## config.mk

```make
export PLATFORM = sky130hd
export DESIGN_NAME = tug_scorer
export DESIGN_NICKNAME = d
export VERILOG_FILES = /design/src/rtl/tug_scorer.sv
export SDC_FILE = /design/constraint.sdc
export NUM_CORES = 1
export LEC_CHECK = 0
export CORE_MARGIN = 2
export CORE_UTILIZATION = 35
export CTS_BUF_LIST = sky130_fd_sc_hd__clkbuf_4 sky130_fd_sc_hd__clkbuf_8
export DETAILED_ROUTE_END_ITERATION = 8
export REMOVE_ABC_BUFFERS = 1
export SETUP_SLACK_MARGIN = 0.3
export SLEW_MARGIN = 0
export SYNTH_ARGS = -nofsm -noshare
export SYNTH_HDL_FRONTEND = slang
export SYNTH_SLANG_ARGS = --single-unit
export TNS_END_PERCENT = 50
```

## constraint.sdc

```tcl
create_clock -name clk -period 5.64 [get_ports clk]
set_clock_uncertainty 0.1 [all_clocks]
set_input_delay 1.41 -clock clk [delete_from_list [all_inputs] [get_ports clk]]
set_output_delay 1.41 -clock clk [all_outputs]
set_load 0.005 [all_outputs]
```

## src/rtl/tug_scorer.sv

```systemverilog
// Rope-position tracker and win detector for the tug-of-war game.
// Turns debounced pull buttons into one-LED rope moves on the game tick,
// detects a win at either end, and keeps a saturating per-player tally.
//
// state | meaning
// ------+------------------------------------------------------------
// READY | rope centred, waiting for both buttons released
// PLAY  | round in progress, presses accumulate and apply on slowen
// WIN   | rope frozen at a win pattern until clr starts a new round
module tug_scorer (
    input  logic       clk,
    input  logic       rst,
    input  logic       slowen,
    input  logic       leftp,
    input  logic       rightp,
    input  logic       clr,
    output logic [6:0] score,
    output logic       wingame,
    output logic       winner,
    output logic [3:0] left_tally,
    output logic [3:0] right_tally
);

    typedef enum logic [1:0] {
        ST_READY,
        ST_PLAY,
        ST_WIN
    } state_t;

    state_t            state_q, state_d;
    logic signed [3:0] pos_q, pos_d;
    logic              lprev_q, lprev_d;
    logic              rprev_q, rprev_d;
    logic              lpend_q, lpend_d;
    logic              rpend_q, rpend_d;
    logic [6:0]        score_q, score_d;
    logic              wingame_q, wingame_d;
    logic              winner_q, winner_d;
    logic [3:0]        ltally_q, ltally_d;
    logic [3:0]        rtally_q, rtally_d;

    logic              lpress, rpress;
    logic              l_eff, r_eff;
    logic signed [3:0] pos_move;

    // Rope position to LED pattern; the end positions light three LEDs.
    function automatic logic [6:0] encode(input logic [3:0] p);
        logic [6:0] pat;
        case (p)
            4'b0100: pat = 7'b0000111;
            4'b0011: pat = 7'b0000001;
            4'b0010: pat = 7'b0000010;
            4'b0001: pat = 7'b0000100;
            4'b0000: pat = 7'b0001000;
            4'b1111: pat = 7'b0010000;
            4'b1110: pat = 7'b0100000;
            4'b1101: pat = 7'b1000000;
            4'b1100: pat = 7'b1110000;
            default: pat = 7'b0001000;
        endcase
        return pat;
    endfunction

    // Next-state logic: edge detect, pending flags, rope moves and win handling.
    always_comb begin
        state_d   = state_q;
        pos_d     = pos_q;
        lpend_d   = lpend_q;
        rpend_d   = rpend_q;
        wingame_d = wingame_q;
        winner_d  = winner_q;
        ltally_d  = ltally_q;
        rtally_d  = rtally_q;
        lprev_d   = leftp;
        rprev_d   = rightp;

        lpress = leftp & ~lprev_q;
        rpress = rightp & ~rprev_q;
        // A press landing on the tick cycle itself still counts for that tick.
        l_eff  = lpend_q | lpress;
        r_eff  = rpend_q | rpress;

        pos_move = pos_q;
        if (r_eff && !l_eff) begin
            pos_move = pos_q + 4'sd1;
        end else if (l_eff && !r_eff) begin
            pos_move = pos_q - 4'sd1;
        end

        case (state_q)
            ST_READY: begin
                pos_d   = 4'sd0;
                lpend_d = 1'b0;
                rpend_d = 1'b0;
                if (!leftp && !rightp) begin
                    state_d = ST_PLAY;
                end
            end
            ST_PLAY: begin
                if (slowen) begin
                    lpend_d = 1'b0;
                    rpend_d = 1'b0;
                    pos_d   = pos_move;
                    if (pos_move == 4'sd4) begin
                        state_d   = ST_WIN;
                        winner_d  = 1'b1;
                        wingame_d = 1'b1;
                        rtally_d  = (rtally_q == 4'hF) ? rtally_q : rtally_q + 4'd1;
                    end else if (pos_move == -4'sd4) begin
                        state_d   = ST_WIN;
                        winner_d  = 1'b0;
                        wingame_d = 1'b1;
                        ltally_d  = (ltally_q == 4'hF) ? ltally_q : ltally_q + 4'd1;
                    end
                end else begin
                    lpend_d = l_eff;
                    rpend_d = r_eff;
                end
            end
            ST_WIN: begin
                lpend_d = 1'b0;
                rpend_d = 1'b0;
                // clr takes priority over a coincident tick.
                if (clr) begin
                    pos_d     = 4'sd0;
                    wingame_d = 1'b0;
                    state_d   = ST_READY;
                end else if (slowen) begin
                    wingame_d = 1'b0;
                end
            end
            default: begin
                state_d = ST_READY;
                pos_d   = 4'sd0;
            end
        endcase

        score_d = encode(pos_d);
    end

    // State and registered outputs, synchronous active-low reset.
    always_ff @(posedge clk) begin
        if (!rst) begin
            state_q   <= ST_READY;
            pos_q     <= 4'sd0;
            lprev_q   <= 1'b1;
            rprev_q   <= 1'b1;
            lpend_q   <= 1'b0;
            rpend_q   <= 1'b0;
            score_q   <= 7'b0001000;
            wingame_q <= 1'b0;
            winner_q  <= 1'b0;
            ltally_q  <= 4'd0;
            rtally_q  <= 4'd0;
        end else begin
            state_q   <= state_d;
            pos_q     <= pos_d;
            lprev_q   <= lprev_d;
            rprev_q   <= rprev_d;
            lpend_q   <= lpend_d;
            rpend_q   <= rpend_d;
            score_q   <= score_d;
            wingame_q <= wingame_d;
            winner_q  <= winner_d;
            ltally_q  <= ltally_d;
            rtally_q  <= rtally_d;
        end
    end

    assign score       = score_q;
    assign wingame     = wingame_q;
    assign winner      = winner_q;
    assign left_tally  = ltally_q;
    assign right_tally = rtally_q;

endmodule

```

==> results of run 1 <==
[routing by layer]
layer / global-route usage, % / routed length, um / vias to the layer above
li1: - / - / 679
met1: 16.7 / 1510 / 629
met2: 25.2 / 1750 / 17
met3: 1.69 / 64 / 7
met4: 6.50 / 88 / 0
met5: 0 / 0 / -
[sequential cells by signal, summed over array words and instances (netlist names)]
signal and cells:
pos_q 4, winner 1, lpend_q 1, rpend_q 1, left_tally 4, right_tally 4, state_q 2, rprev_q 1
lprev_q 1, score 7, wingame 1
[stage by stage]
step,instance area (um2),hold slack [ns],setup slack (ns),util [%],power (W)
2_1_floorplan,1590,0.369,2.44,-,0.000270
3_3_place_gp,1880,0.382,1.82,42.9,0.000296
3_5_place_dp,1880,0.396,1.72,42.9,0.000300
4_1_cts,1930,0.411,2.02,44.0,0.000419
5_1_grt,1930,0.434,1.90,44.0,0.000436
6_report,1930,0.403,2.03,44.0,0.000413
[critical path, cell delays in order]
cell and delay [ns]:
clkdlybuf4s50_1 0.54, nor2b_4 0.21, o211ai_2 0.14, a211o_1 0.31
o21ai_0 0.09, and2_1 0.23, inv_1 0.10, ha_1 0.23
mux2_2 0.27, and3_1 0.18
[path summary, 6_finish.rpt]
path | start | to | slack, ns | depth (start not counted)
setup / recovery | leftp | score[2]$_SDFF_PP0_ | 2.03 | 10
hold / removal | wingame$_SDFFE_PN0P_ | wingame$_SDFFE_PN0P_ | 0.40 | 2
setup reg to reg | state_q[1]$_SDFFE_PN0P_ | score[2]$_SDFF_PP0_ | 2.90 | 11
hold reg to reg | wingame$_SDFFE_PN0P_ | wingame$_SDFFE_PN0P_ | 0.40 | 2
[layout by cell type, fill, tap and decap left out, types with 2 or more instances in the layout]
| master | instances |
|---|---|
| a211oi_1 | 3 |
| a21oi_1 | 9 |
| and2_1 | 2 |
| and3_1 | 7 |
| clkbuf_8 | 3 |
| clkdlybuf4s50_1 | 22 |
| dfxtp_1 | 27 |
| ha_1 | 13 |
| inv_1 | 12 |
| mux2_2 | 4 |
| mux2i_1 | 7 |
| nand2_1 | 20 |
| nand2b_1 | 10 |
| nand3_1 | 2 |
| nor2_1 | 4 |
| nor2b_4 | 2 |
| nor3_1 | 2 |
| nor4_1 | 3 |
| o2111ai_1 | 2 |
| o2111ai_2 | 2 |
| o211a_1 | 2 |
| o211ai_2 | 2 |
| o21ai_0 | 7 |
| o31ai_1 | 2 |
| or4_1 | 2 |
[logic make-up after synthesis]
kind of cell	Yosys count	synth area share (%)
adders and majority gates	13	10.1
and+or+nand+nor	61	21.6
buffers and inverters	16	3.82
DFF	27	33.7
xor gates and xnor gates	2	1.09
muxes	11	7.17
AOI/OAI and AO/OA	43	22.5
[final cells by class]
type | instances | area share (%)
clock buffers | 3 | 2.14
flip-flops and latches | 27 | 28.0
well taps | 52 | 3.37
repair buffers | 23 | 11.8
multi-input cells | 130 | 52.0
clock inverters | 1 | 0.389
inverters | 12 | 2.33
[report_power, final]
part / internal [W] / total (W) / leakage, nW / switching (W)
logic: 0.0000371 / 0.0000923 / 0.502 / 0.0000552
clock network: 0.0000504 / 0.000117 / 0.0217 / 0.0000671
registers: 0.000197 / 0.000203 / 0.218 / 0.00000654
total: 0.000284 / 0.000413 / 0.742 / 0.000129
==> reports/metrics.cfg, run 1 <==
[route]
via_per_inst = 5.37
drtAntennaViolNets = 0
num_vias = 1332
drc_errors = 0
first_pass_iters = 4
drtIter0Drc = 74
wl_per_cell_um = 13.8
totalWireLength_mm = 3.41

[logic_synthesis]
ys_top_cells_by_count = dfxtp_1 (27), nand2_1 (20), ha_1 (13)
syn_area_um2 = 1610
synth.most_common_cell = dfxtp_1
synth_seq_cells = 27
synth_cell_types = 48
avgSynthCellArea_um2 = 9.28
synth_top_area_cell = dfxtp_1
yosysSeqAreaShare_pct = 33.7
netlist.area_leader.share_pct = 33.7
yosysWarnings = 0
synth-edff-count = 0
synthFlopType = dfxtp_1
synthTopCellsByArea = dfxtp_1 (34%), ha_1 (10%), nand2_1 (4.7%), mux2i_1 (4.4%), nand2b_1 (3.9%)
async_reset_ff_share_pct = 0
synth_cells = 173

[run_status]
status = finished clean

[sta]
period_needed_ns = 3.61
slew_headroom_pct = 72.2
tightestPinTransition_ns = 0.415
rsz0062_at_grt = false
tns_ns = 0
fmax_mhz = 277
finalSetupViolCount = 0
finalMaxSlewViolations = 0
min_period_over_period_pct = 64.0
hold_violations = 0

[clock_network]
clk_path_buf_depth = 2
clkTransAtPathRegs_ns = 0.10
ctsResizeCount = 0
cts_hold_buf = 0
cts_sinks = 27
post_cts_buffers = 0
htree_num_levels = 1
worst_skew_pair.late_latency_ns = 0.28
cts_tree = built
cts_root_buf = clkbuf_8
cts_buffers = 3

[place]
portBuffers = 22
dp_cells = 244
place_congestion = 0.927
place_hpwl_mm = 2.61

[global_routing]
grt-ovfl-total = 0
grtUsageTotal_pct = 14.1
grt_start_max_net_pins = 26
first_global_vias = 1292
antenna_found_initial = 0
grt_pass1_wl_mm = 5.76

[power]
vdd_drop_max_uv = 80.7
p_leak_nw = 0.742
powerDensity_nw_per_um2 = 214

[floorplanning]
core_area_um2 = 4380
dieHeight_um = 71.7
die-area_um2 = 5140
initial_core_util_pct = 36.6
io_pins = 23
die_x_um = 71.7
rows = 24

[worst_hold_path]
holdCritPathClass = register to register

[final_layout]
nets = 216
layout-drive-gt1-share_pct = 11.7
multiInputGateArea_um2 = 1000
n_antenna_cell = 0
area_delta_synth_final_pct = 20.3
layout.cells.non_filler = 248
register_area_um2 = 541
fillers = 413

[critical_path]
startpoint_type = input pin
end_kind = register
cp_max_fo = 4
path_class = input pin to register
critPathRequiredTime_ns = 5.73
arrival_ns = 3.70

[flow_run]
maxCapViolCount = 0

No activity file was read; power rests on OpenSTA's default activity.
==> inputs of run 2 (changes only) <==
==> constraint.sdc (replaced) <==
create_clock -name clk -period 3.5 [get_ports clk]
set_clock_uncertainty 0.1 [all_clocks]
set_input_delay 0.875 -clock clk [delete_from_list [all_inputs] [get_ports clk]]
set_output_delay 0.875 -clock clk [all_outputs]
set_load 0.005 [all_outputs]
==> reports/metrics.cfg, run 2 (synthesized netlist as in run 1, its figures left out) <==
[run_status]
status = finished clean

[floorplanning]
io_pins = 23  ; unchanged
die-area_um2 = 5140  ; unchanged
rows = 24  ; unchanged
core_area_um2 = 4380  ; unchanged
initial_core_util_pct = 36.6  ; unchanged
dieHeight_um = 71.7  ; unchanged
die_x_um = 71.7  ; unchanged

[clock_network]
clkTransAtPathRegs_ns = 0.10  ; about the same
cts_sinks = 27  ; unchanged
ctsResizeCount = 0  ; unchanged
cts_hold_buf = 0  ; unchanged
htree_num_levels = 1  ; unchanged
post_cts_buffers = 0  ; unchanged
clk_path_buf_depth = 2  ; unchanged
cts_tree = built
worst_skew_pair.late_latency_ns = 0.28  ; about the same
cts_root_buf = clkbuf_8
cts_buffers = 3  ; unchanged

[critical_path]
cp_cell_sequence = clkdlybuf4s50_1, nor2b_4, o211ai_2, a211o_1, o21ai_1, and2_4, inv_1, ha_1, mux2_2, and3_1
cp_max_fo = 4  ; unchanged
crit_start = leftp
critPathTopFamily = buffers and inverters
crit_path_end = score[2]$_SDFF_PP0_
cpPeakStageDelay_ns = 0.54  ; about the same
critPathRequiredTime_ns = 3.58  ; -2.15 ns
reg2reg_depth = 11  ; unchanged
slowest_stage = clkdlybuf4s50_1
cp.depth = 10  ; unchanged
r2r_setup_slack_ns = 0.96  ; -1.94 ns
r2r-start = state_q[1]$_SDFFE_PN0P_
path_class = input pin to register
crit_buf_inv = 2  ; unchanged
r2r-end = score[2]$_SDFF_PP0_
arrival_ns = 3.09  ; -0.61 ns
startpoint_type = input pin
end_kind = register

[route]
drtAntennaViolNets = 0  ; unchanged
first_pass_iters = 6  ; +2
num_vias = 1355  ; +1.7%
drtIter0Drc = 58  ; -22%
totalWireLength_mm = 3.48  ; +1.9%
wl_per_cell_um = 14.0  ; +1.5%
drc_errors = 0  ; unchanged
via_per_inst = 5.44  ; +1.3%

[sta]
fmax_mhz = 332
setup_ws_ns = 0.491  ; -1.54 ns
finalSetupViolCount = 0  ; unchanged
rsz0062_at_grt = false
hold_violations = 0  ; unchanged
slew_headroom_pct = 70.9  ; -1.3 points
tns_ns = 0  ; unchanged
finalMaxSlewViolations = 0  ; unchanged
tightestPinTransition_ns = 0.436  ; +0.0202 ns
period_needed_ns = 3.01
min_period_over_period_pct = 86.0

[worst_hold_path]
worstHoldPathCells = 2  ; unchanged
holdCritPathClass = register to register

[place]
place_ws_ns = 0.113  ; -1.61 ns
dpl-instance-area_um2 = 1890  ; +0.40%
place_hpwl_mm = 2.66  ; +2.1%
place_congestion = 0.950  ; +2.5%
portBuffers = 22  ; unchanged

[final_layout]
nets = 217  ; +0.46%
layout_common_cells = dfxtp_1 (27), clkdlybuf4s50_1 (22), nand2_1 (20)
fin_util_pct = 44.5  ; +0.49 points
largest_reg_flops = 7  ; unchanged
area_delta_synth_final_pct = 21.6
n_antenna_cell = 0  ; unchanged
layout-drive-gt1-share_pct = 13.2  ; +1.5 points
final_area_um2 = 1950  ; +1.1%
layout_commonest_cell = dfxtp_1

[global_routing]
first_global_vias = 1321  ; +2.2%
grt_start_max_net_pins = 16  ; -38%
grt_pass1_wl_mm = 6.03  ; +4.7%
grtUsageTotal_pct = 14.8  ; +0.72 points
grt-ovfl-total = 0  ; unchanged
antenna_found_initial = 0  ; unchanged

[power]
power_w = 0.000667  ; +62%
vdd_drop_max_uv = 160  ; +99%
powerDensity_nw_per_um2 = 342  ; +60%
p_leak_nw = 0.755  ; +1.7%

[flow_run]
maxCapViolCount = 0  ; unchanged

==> run 2: cell types whose count changed in the layout (fill, tap and decap cells not counted), sizes merged <==
cell,before,now
clkinv,0,1
clkinvlp,1,0
buf,1,2
==> run 2: stage by stage <==
stage,instances,hold WS [ns]
3_3_place_gp,245,0.381
2_1_floorplan,169,0.369
5_1_grt,249,0.434
3_5_place_dp,245,0.388
4_1_cts,249,0.404
6_report,249,0.396
==> run 2: metal layers <==
layer  track usage, %  up-vias  share of wire [%]
li1                 -      678                  -
met1             17.6      646                 44
met2             26.0       21                 51
met3             2.11       10                2.2
met4             7.13        0                2.5
met5                0        -                  0
==> run 2: worst reg2reg max path, cell delays in order (launching register included) <==
cell,delay (ns)
dfxtp_1,0.34
inv_1,0.10
ha_1,0.37
inv_1,0.09
o21ai_0,0.25
a41oi_1,0.08
o21ai_1,0.18
and2_4,0.18
inv_1,0.07
ha_1,0.23
mux2_2,0.27
and3_1,0.18
==> run 2: power breakdown <==
part,internal (W),total [W],switching [W]
sequential,0.000317,0.000327,0.0000106
combinational,0.0000640,0.000153,0.0000891
clock,0.0000801,0.000187,0.000107
total,0.000461,0.000667,0.000206
==> run 2: worst min-delay path by stage <==
stage | start | to | slack [ns]
finish | wingame$_SDFFE_PN0P_ | wingame$_SDFFE_PN0P_ | 0.40
global route | wingame$_SDFFE_PN0P_ | wingame$_SDFFE_PN0P_ | 0.43
CTS | wingame$_SDFFE_PN0P_ | wingame$_SDFFE_PN0P_ | 0.40
detailed placement | wingame$_SDFFE_PN0P_ | wingame$_SDFFE_PN0P_ | 0.39
global placement | right_tally[1]$_SDFFE_PN0P_ | right_tally[1]$_SDFFE_PN0P_ | 0.38
floorplan | state_q[0]$_SDFFE_PN0P_ | state_q[0]$_SDFFE_PN0P_ | 0.37
==> run 2: final cells by class <==
| class | count | area (um2) |
|---|---|---|
| flip-flops and latches | 27 | 541 |
| clock inverters | 1 | 5.00 |
| fillers | 428 | 2430 |
| well taps | 52 | 65.1 |
| repair buffers | 24 | 235 |
| inverters | 12 | 45.0 |
| multi-input cells | 130 | 1020 |
| clock buffers | 3 | 41.3 |
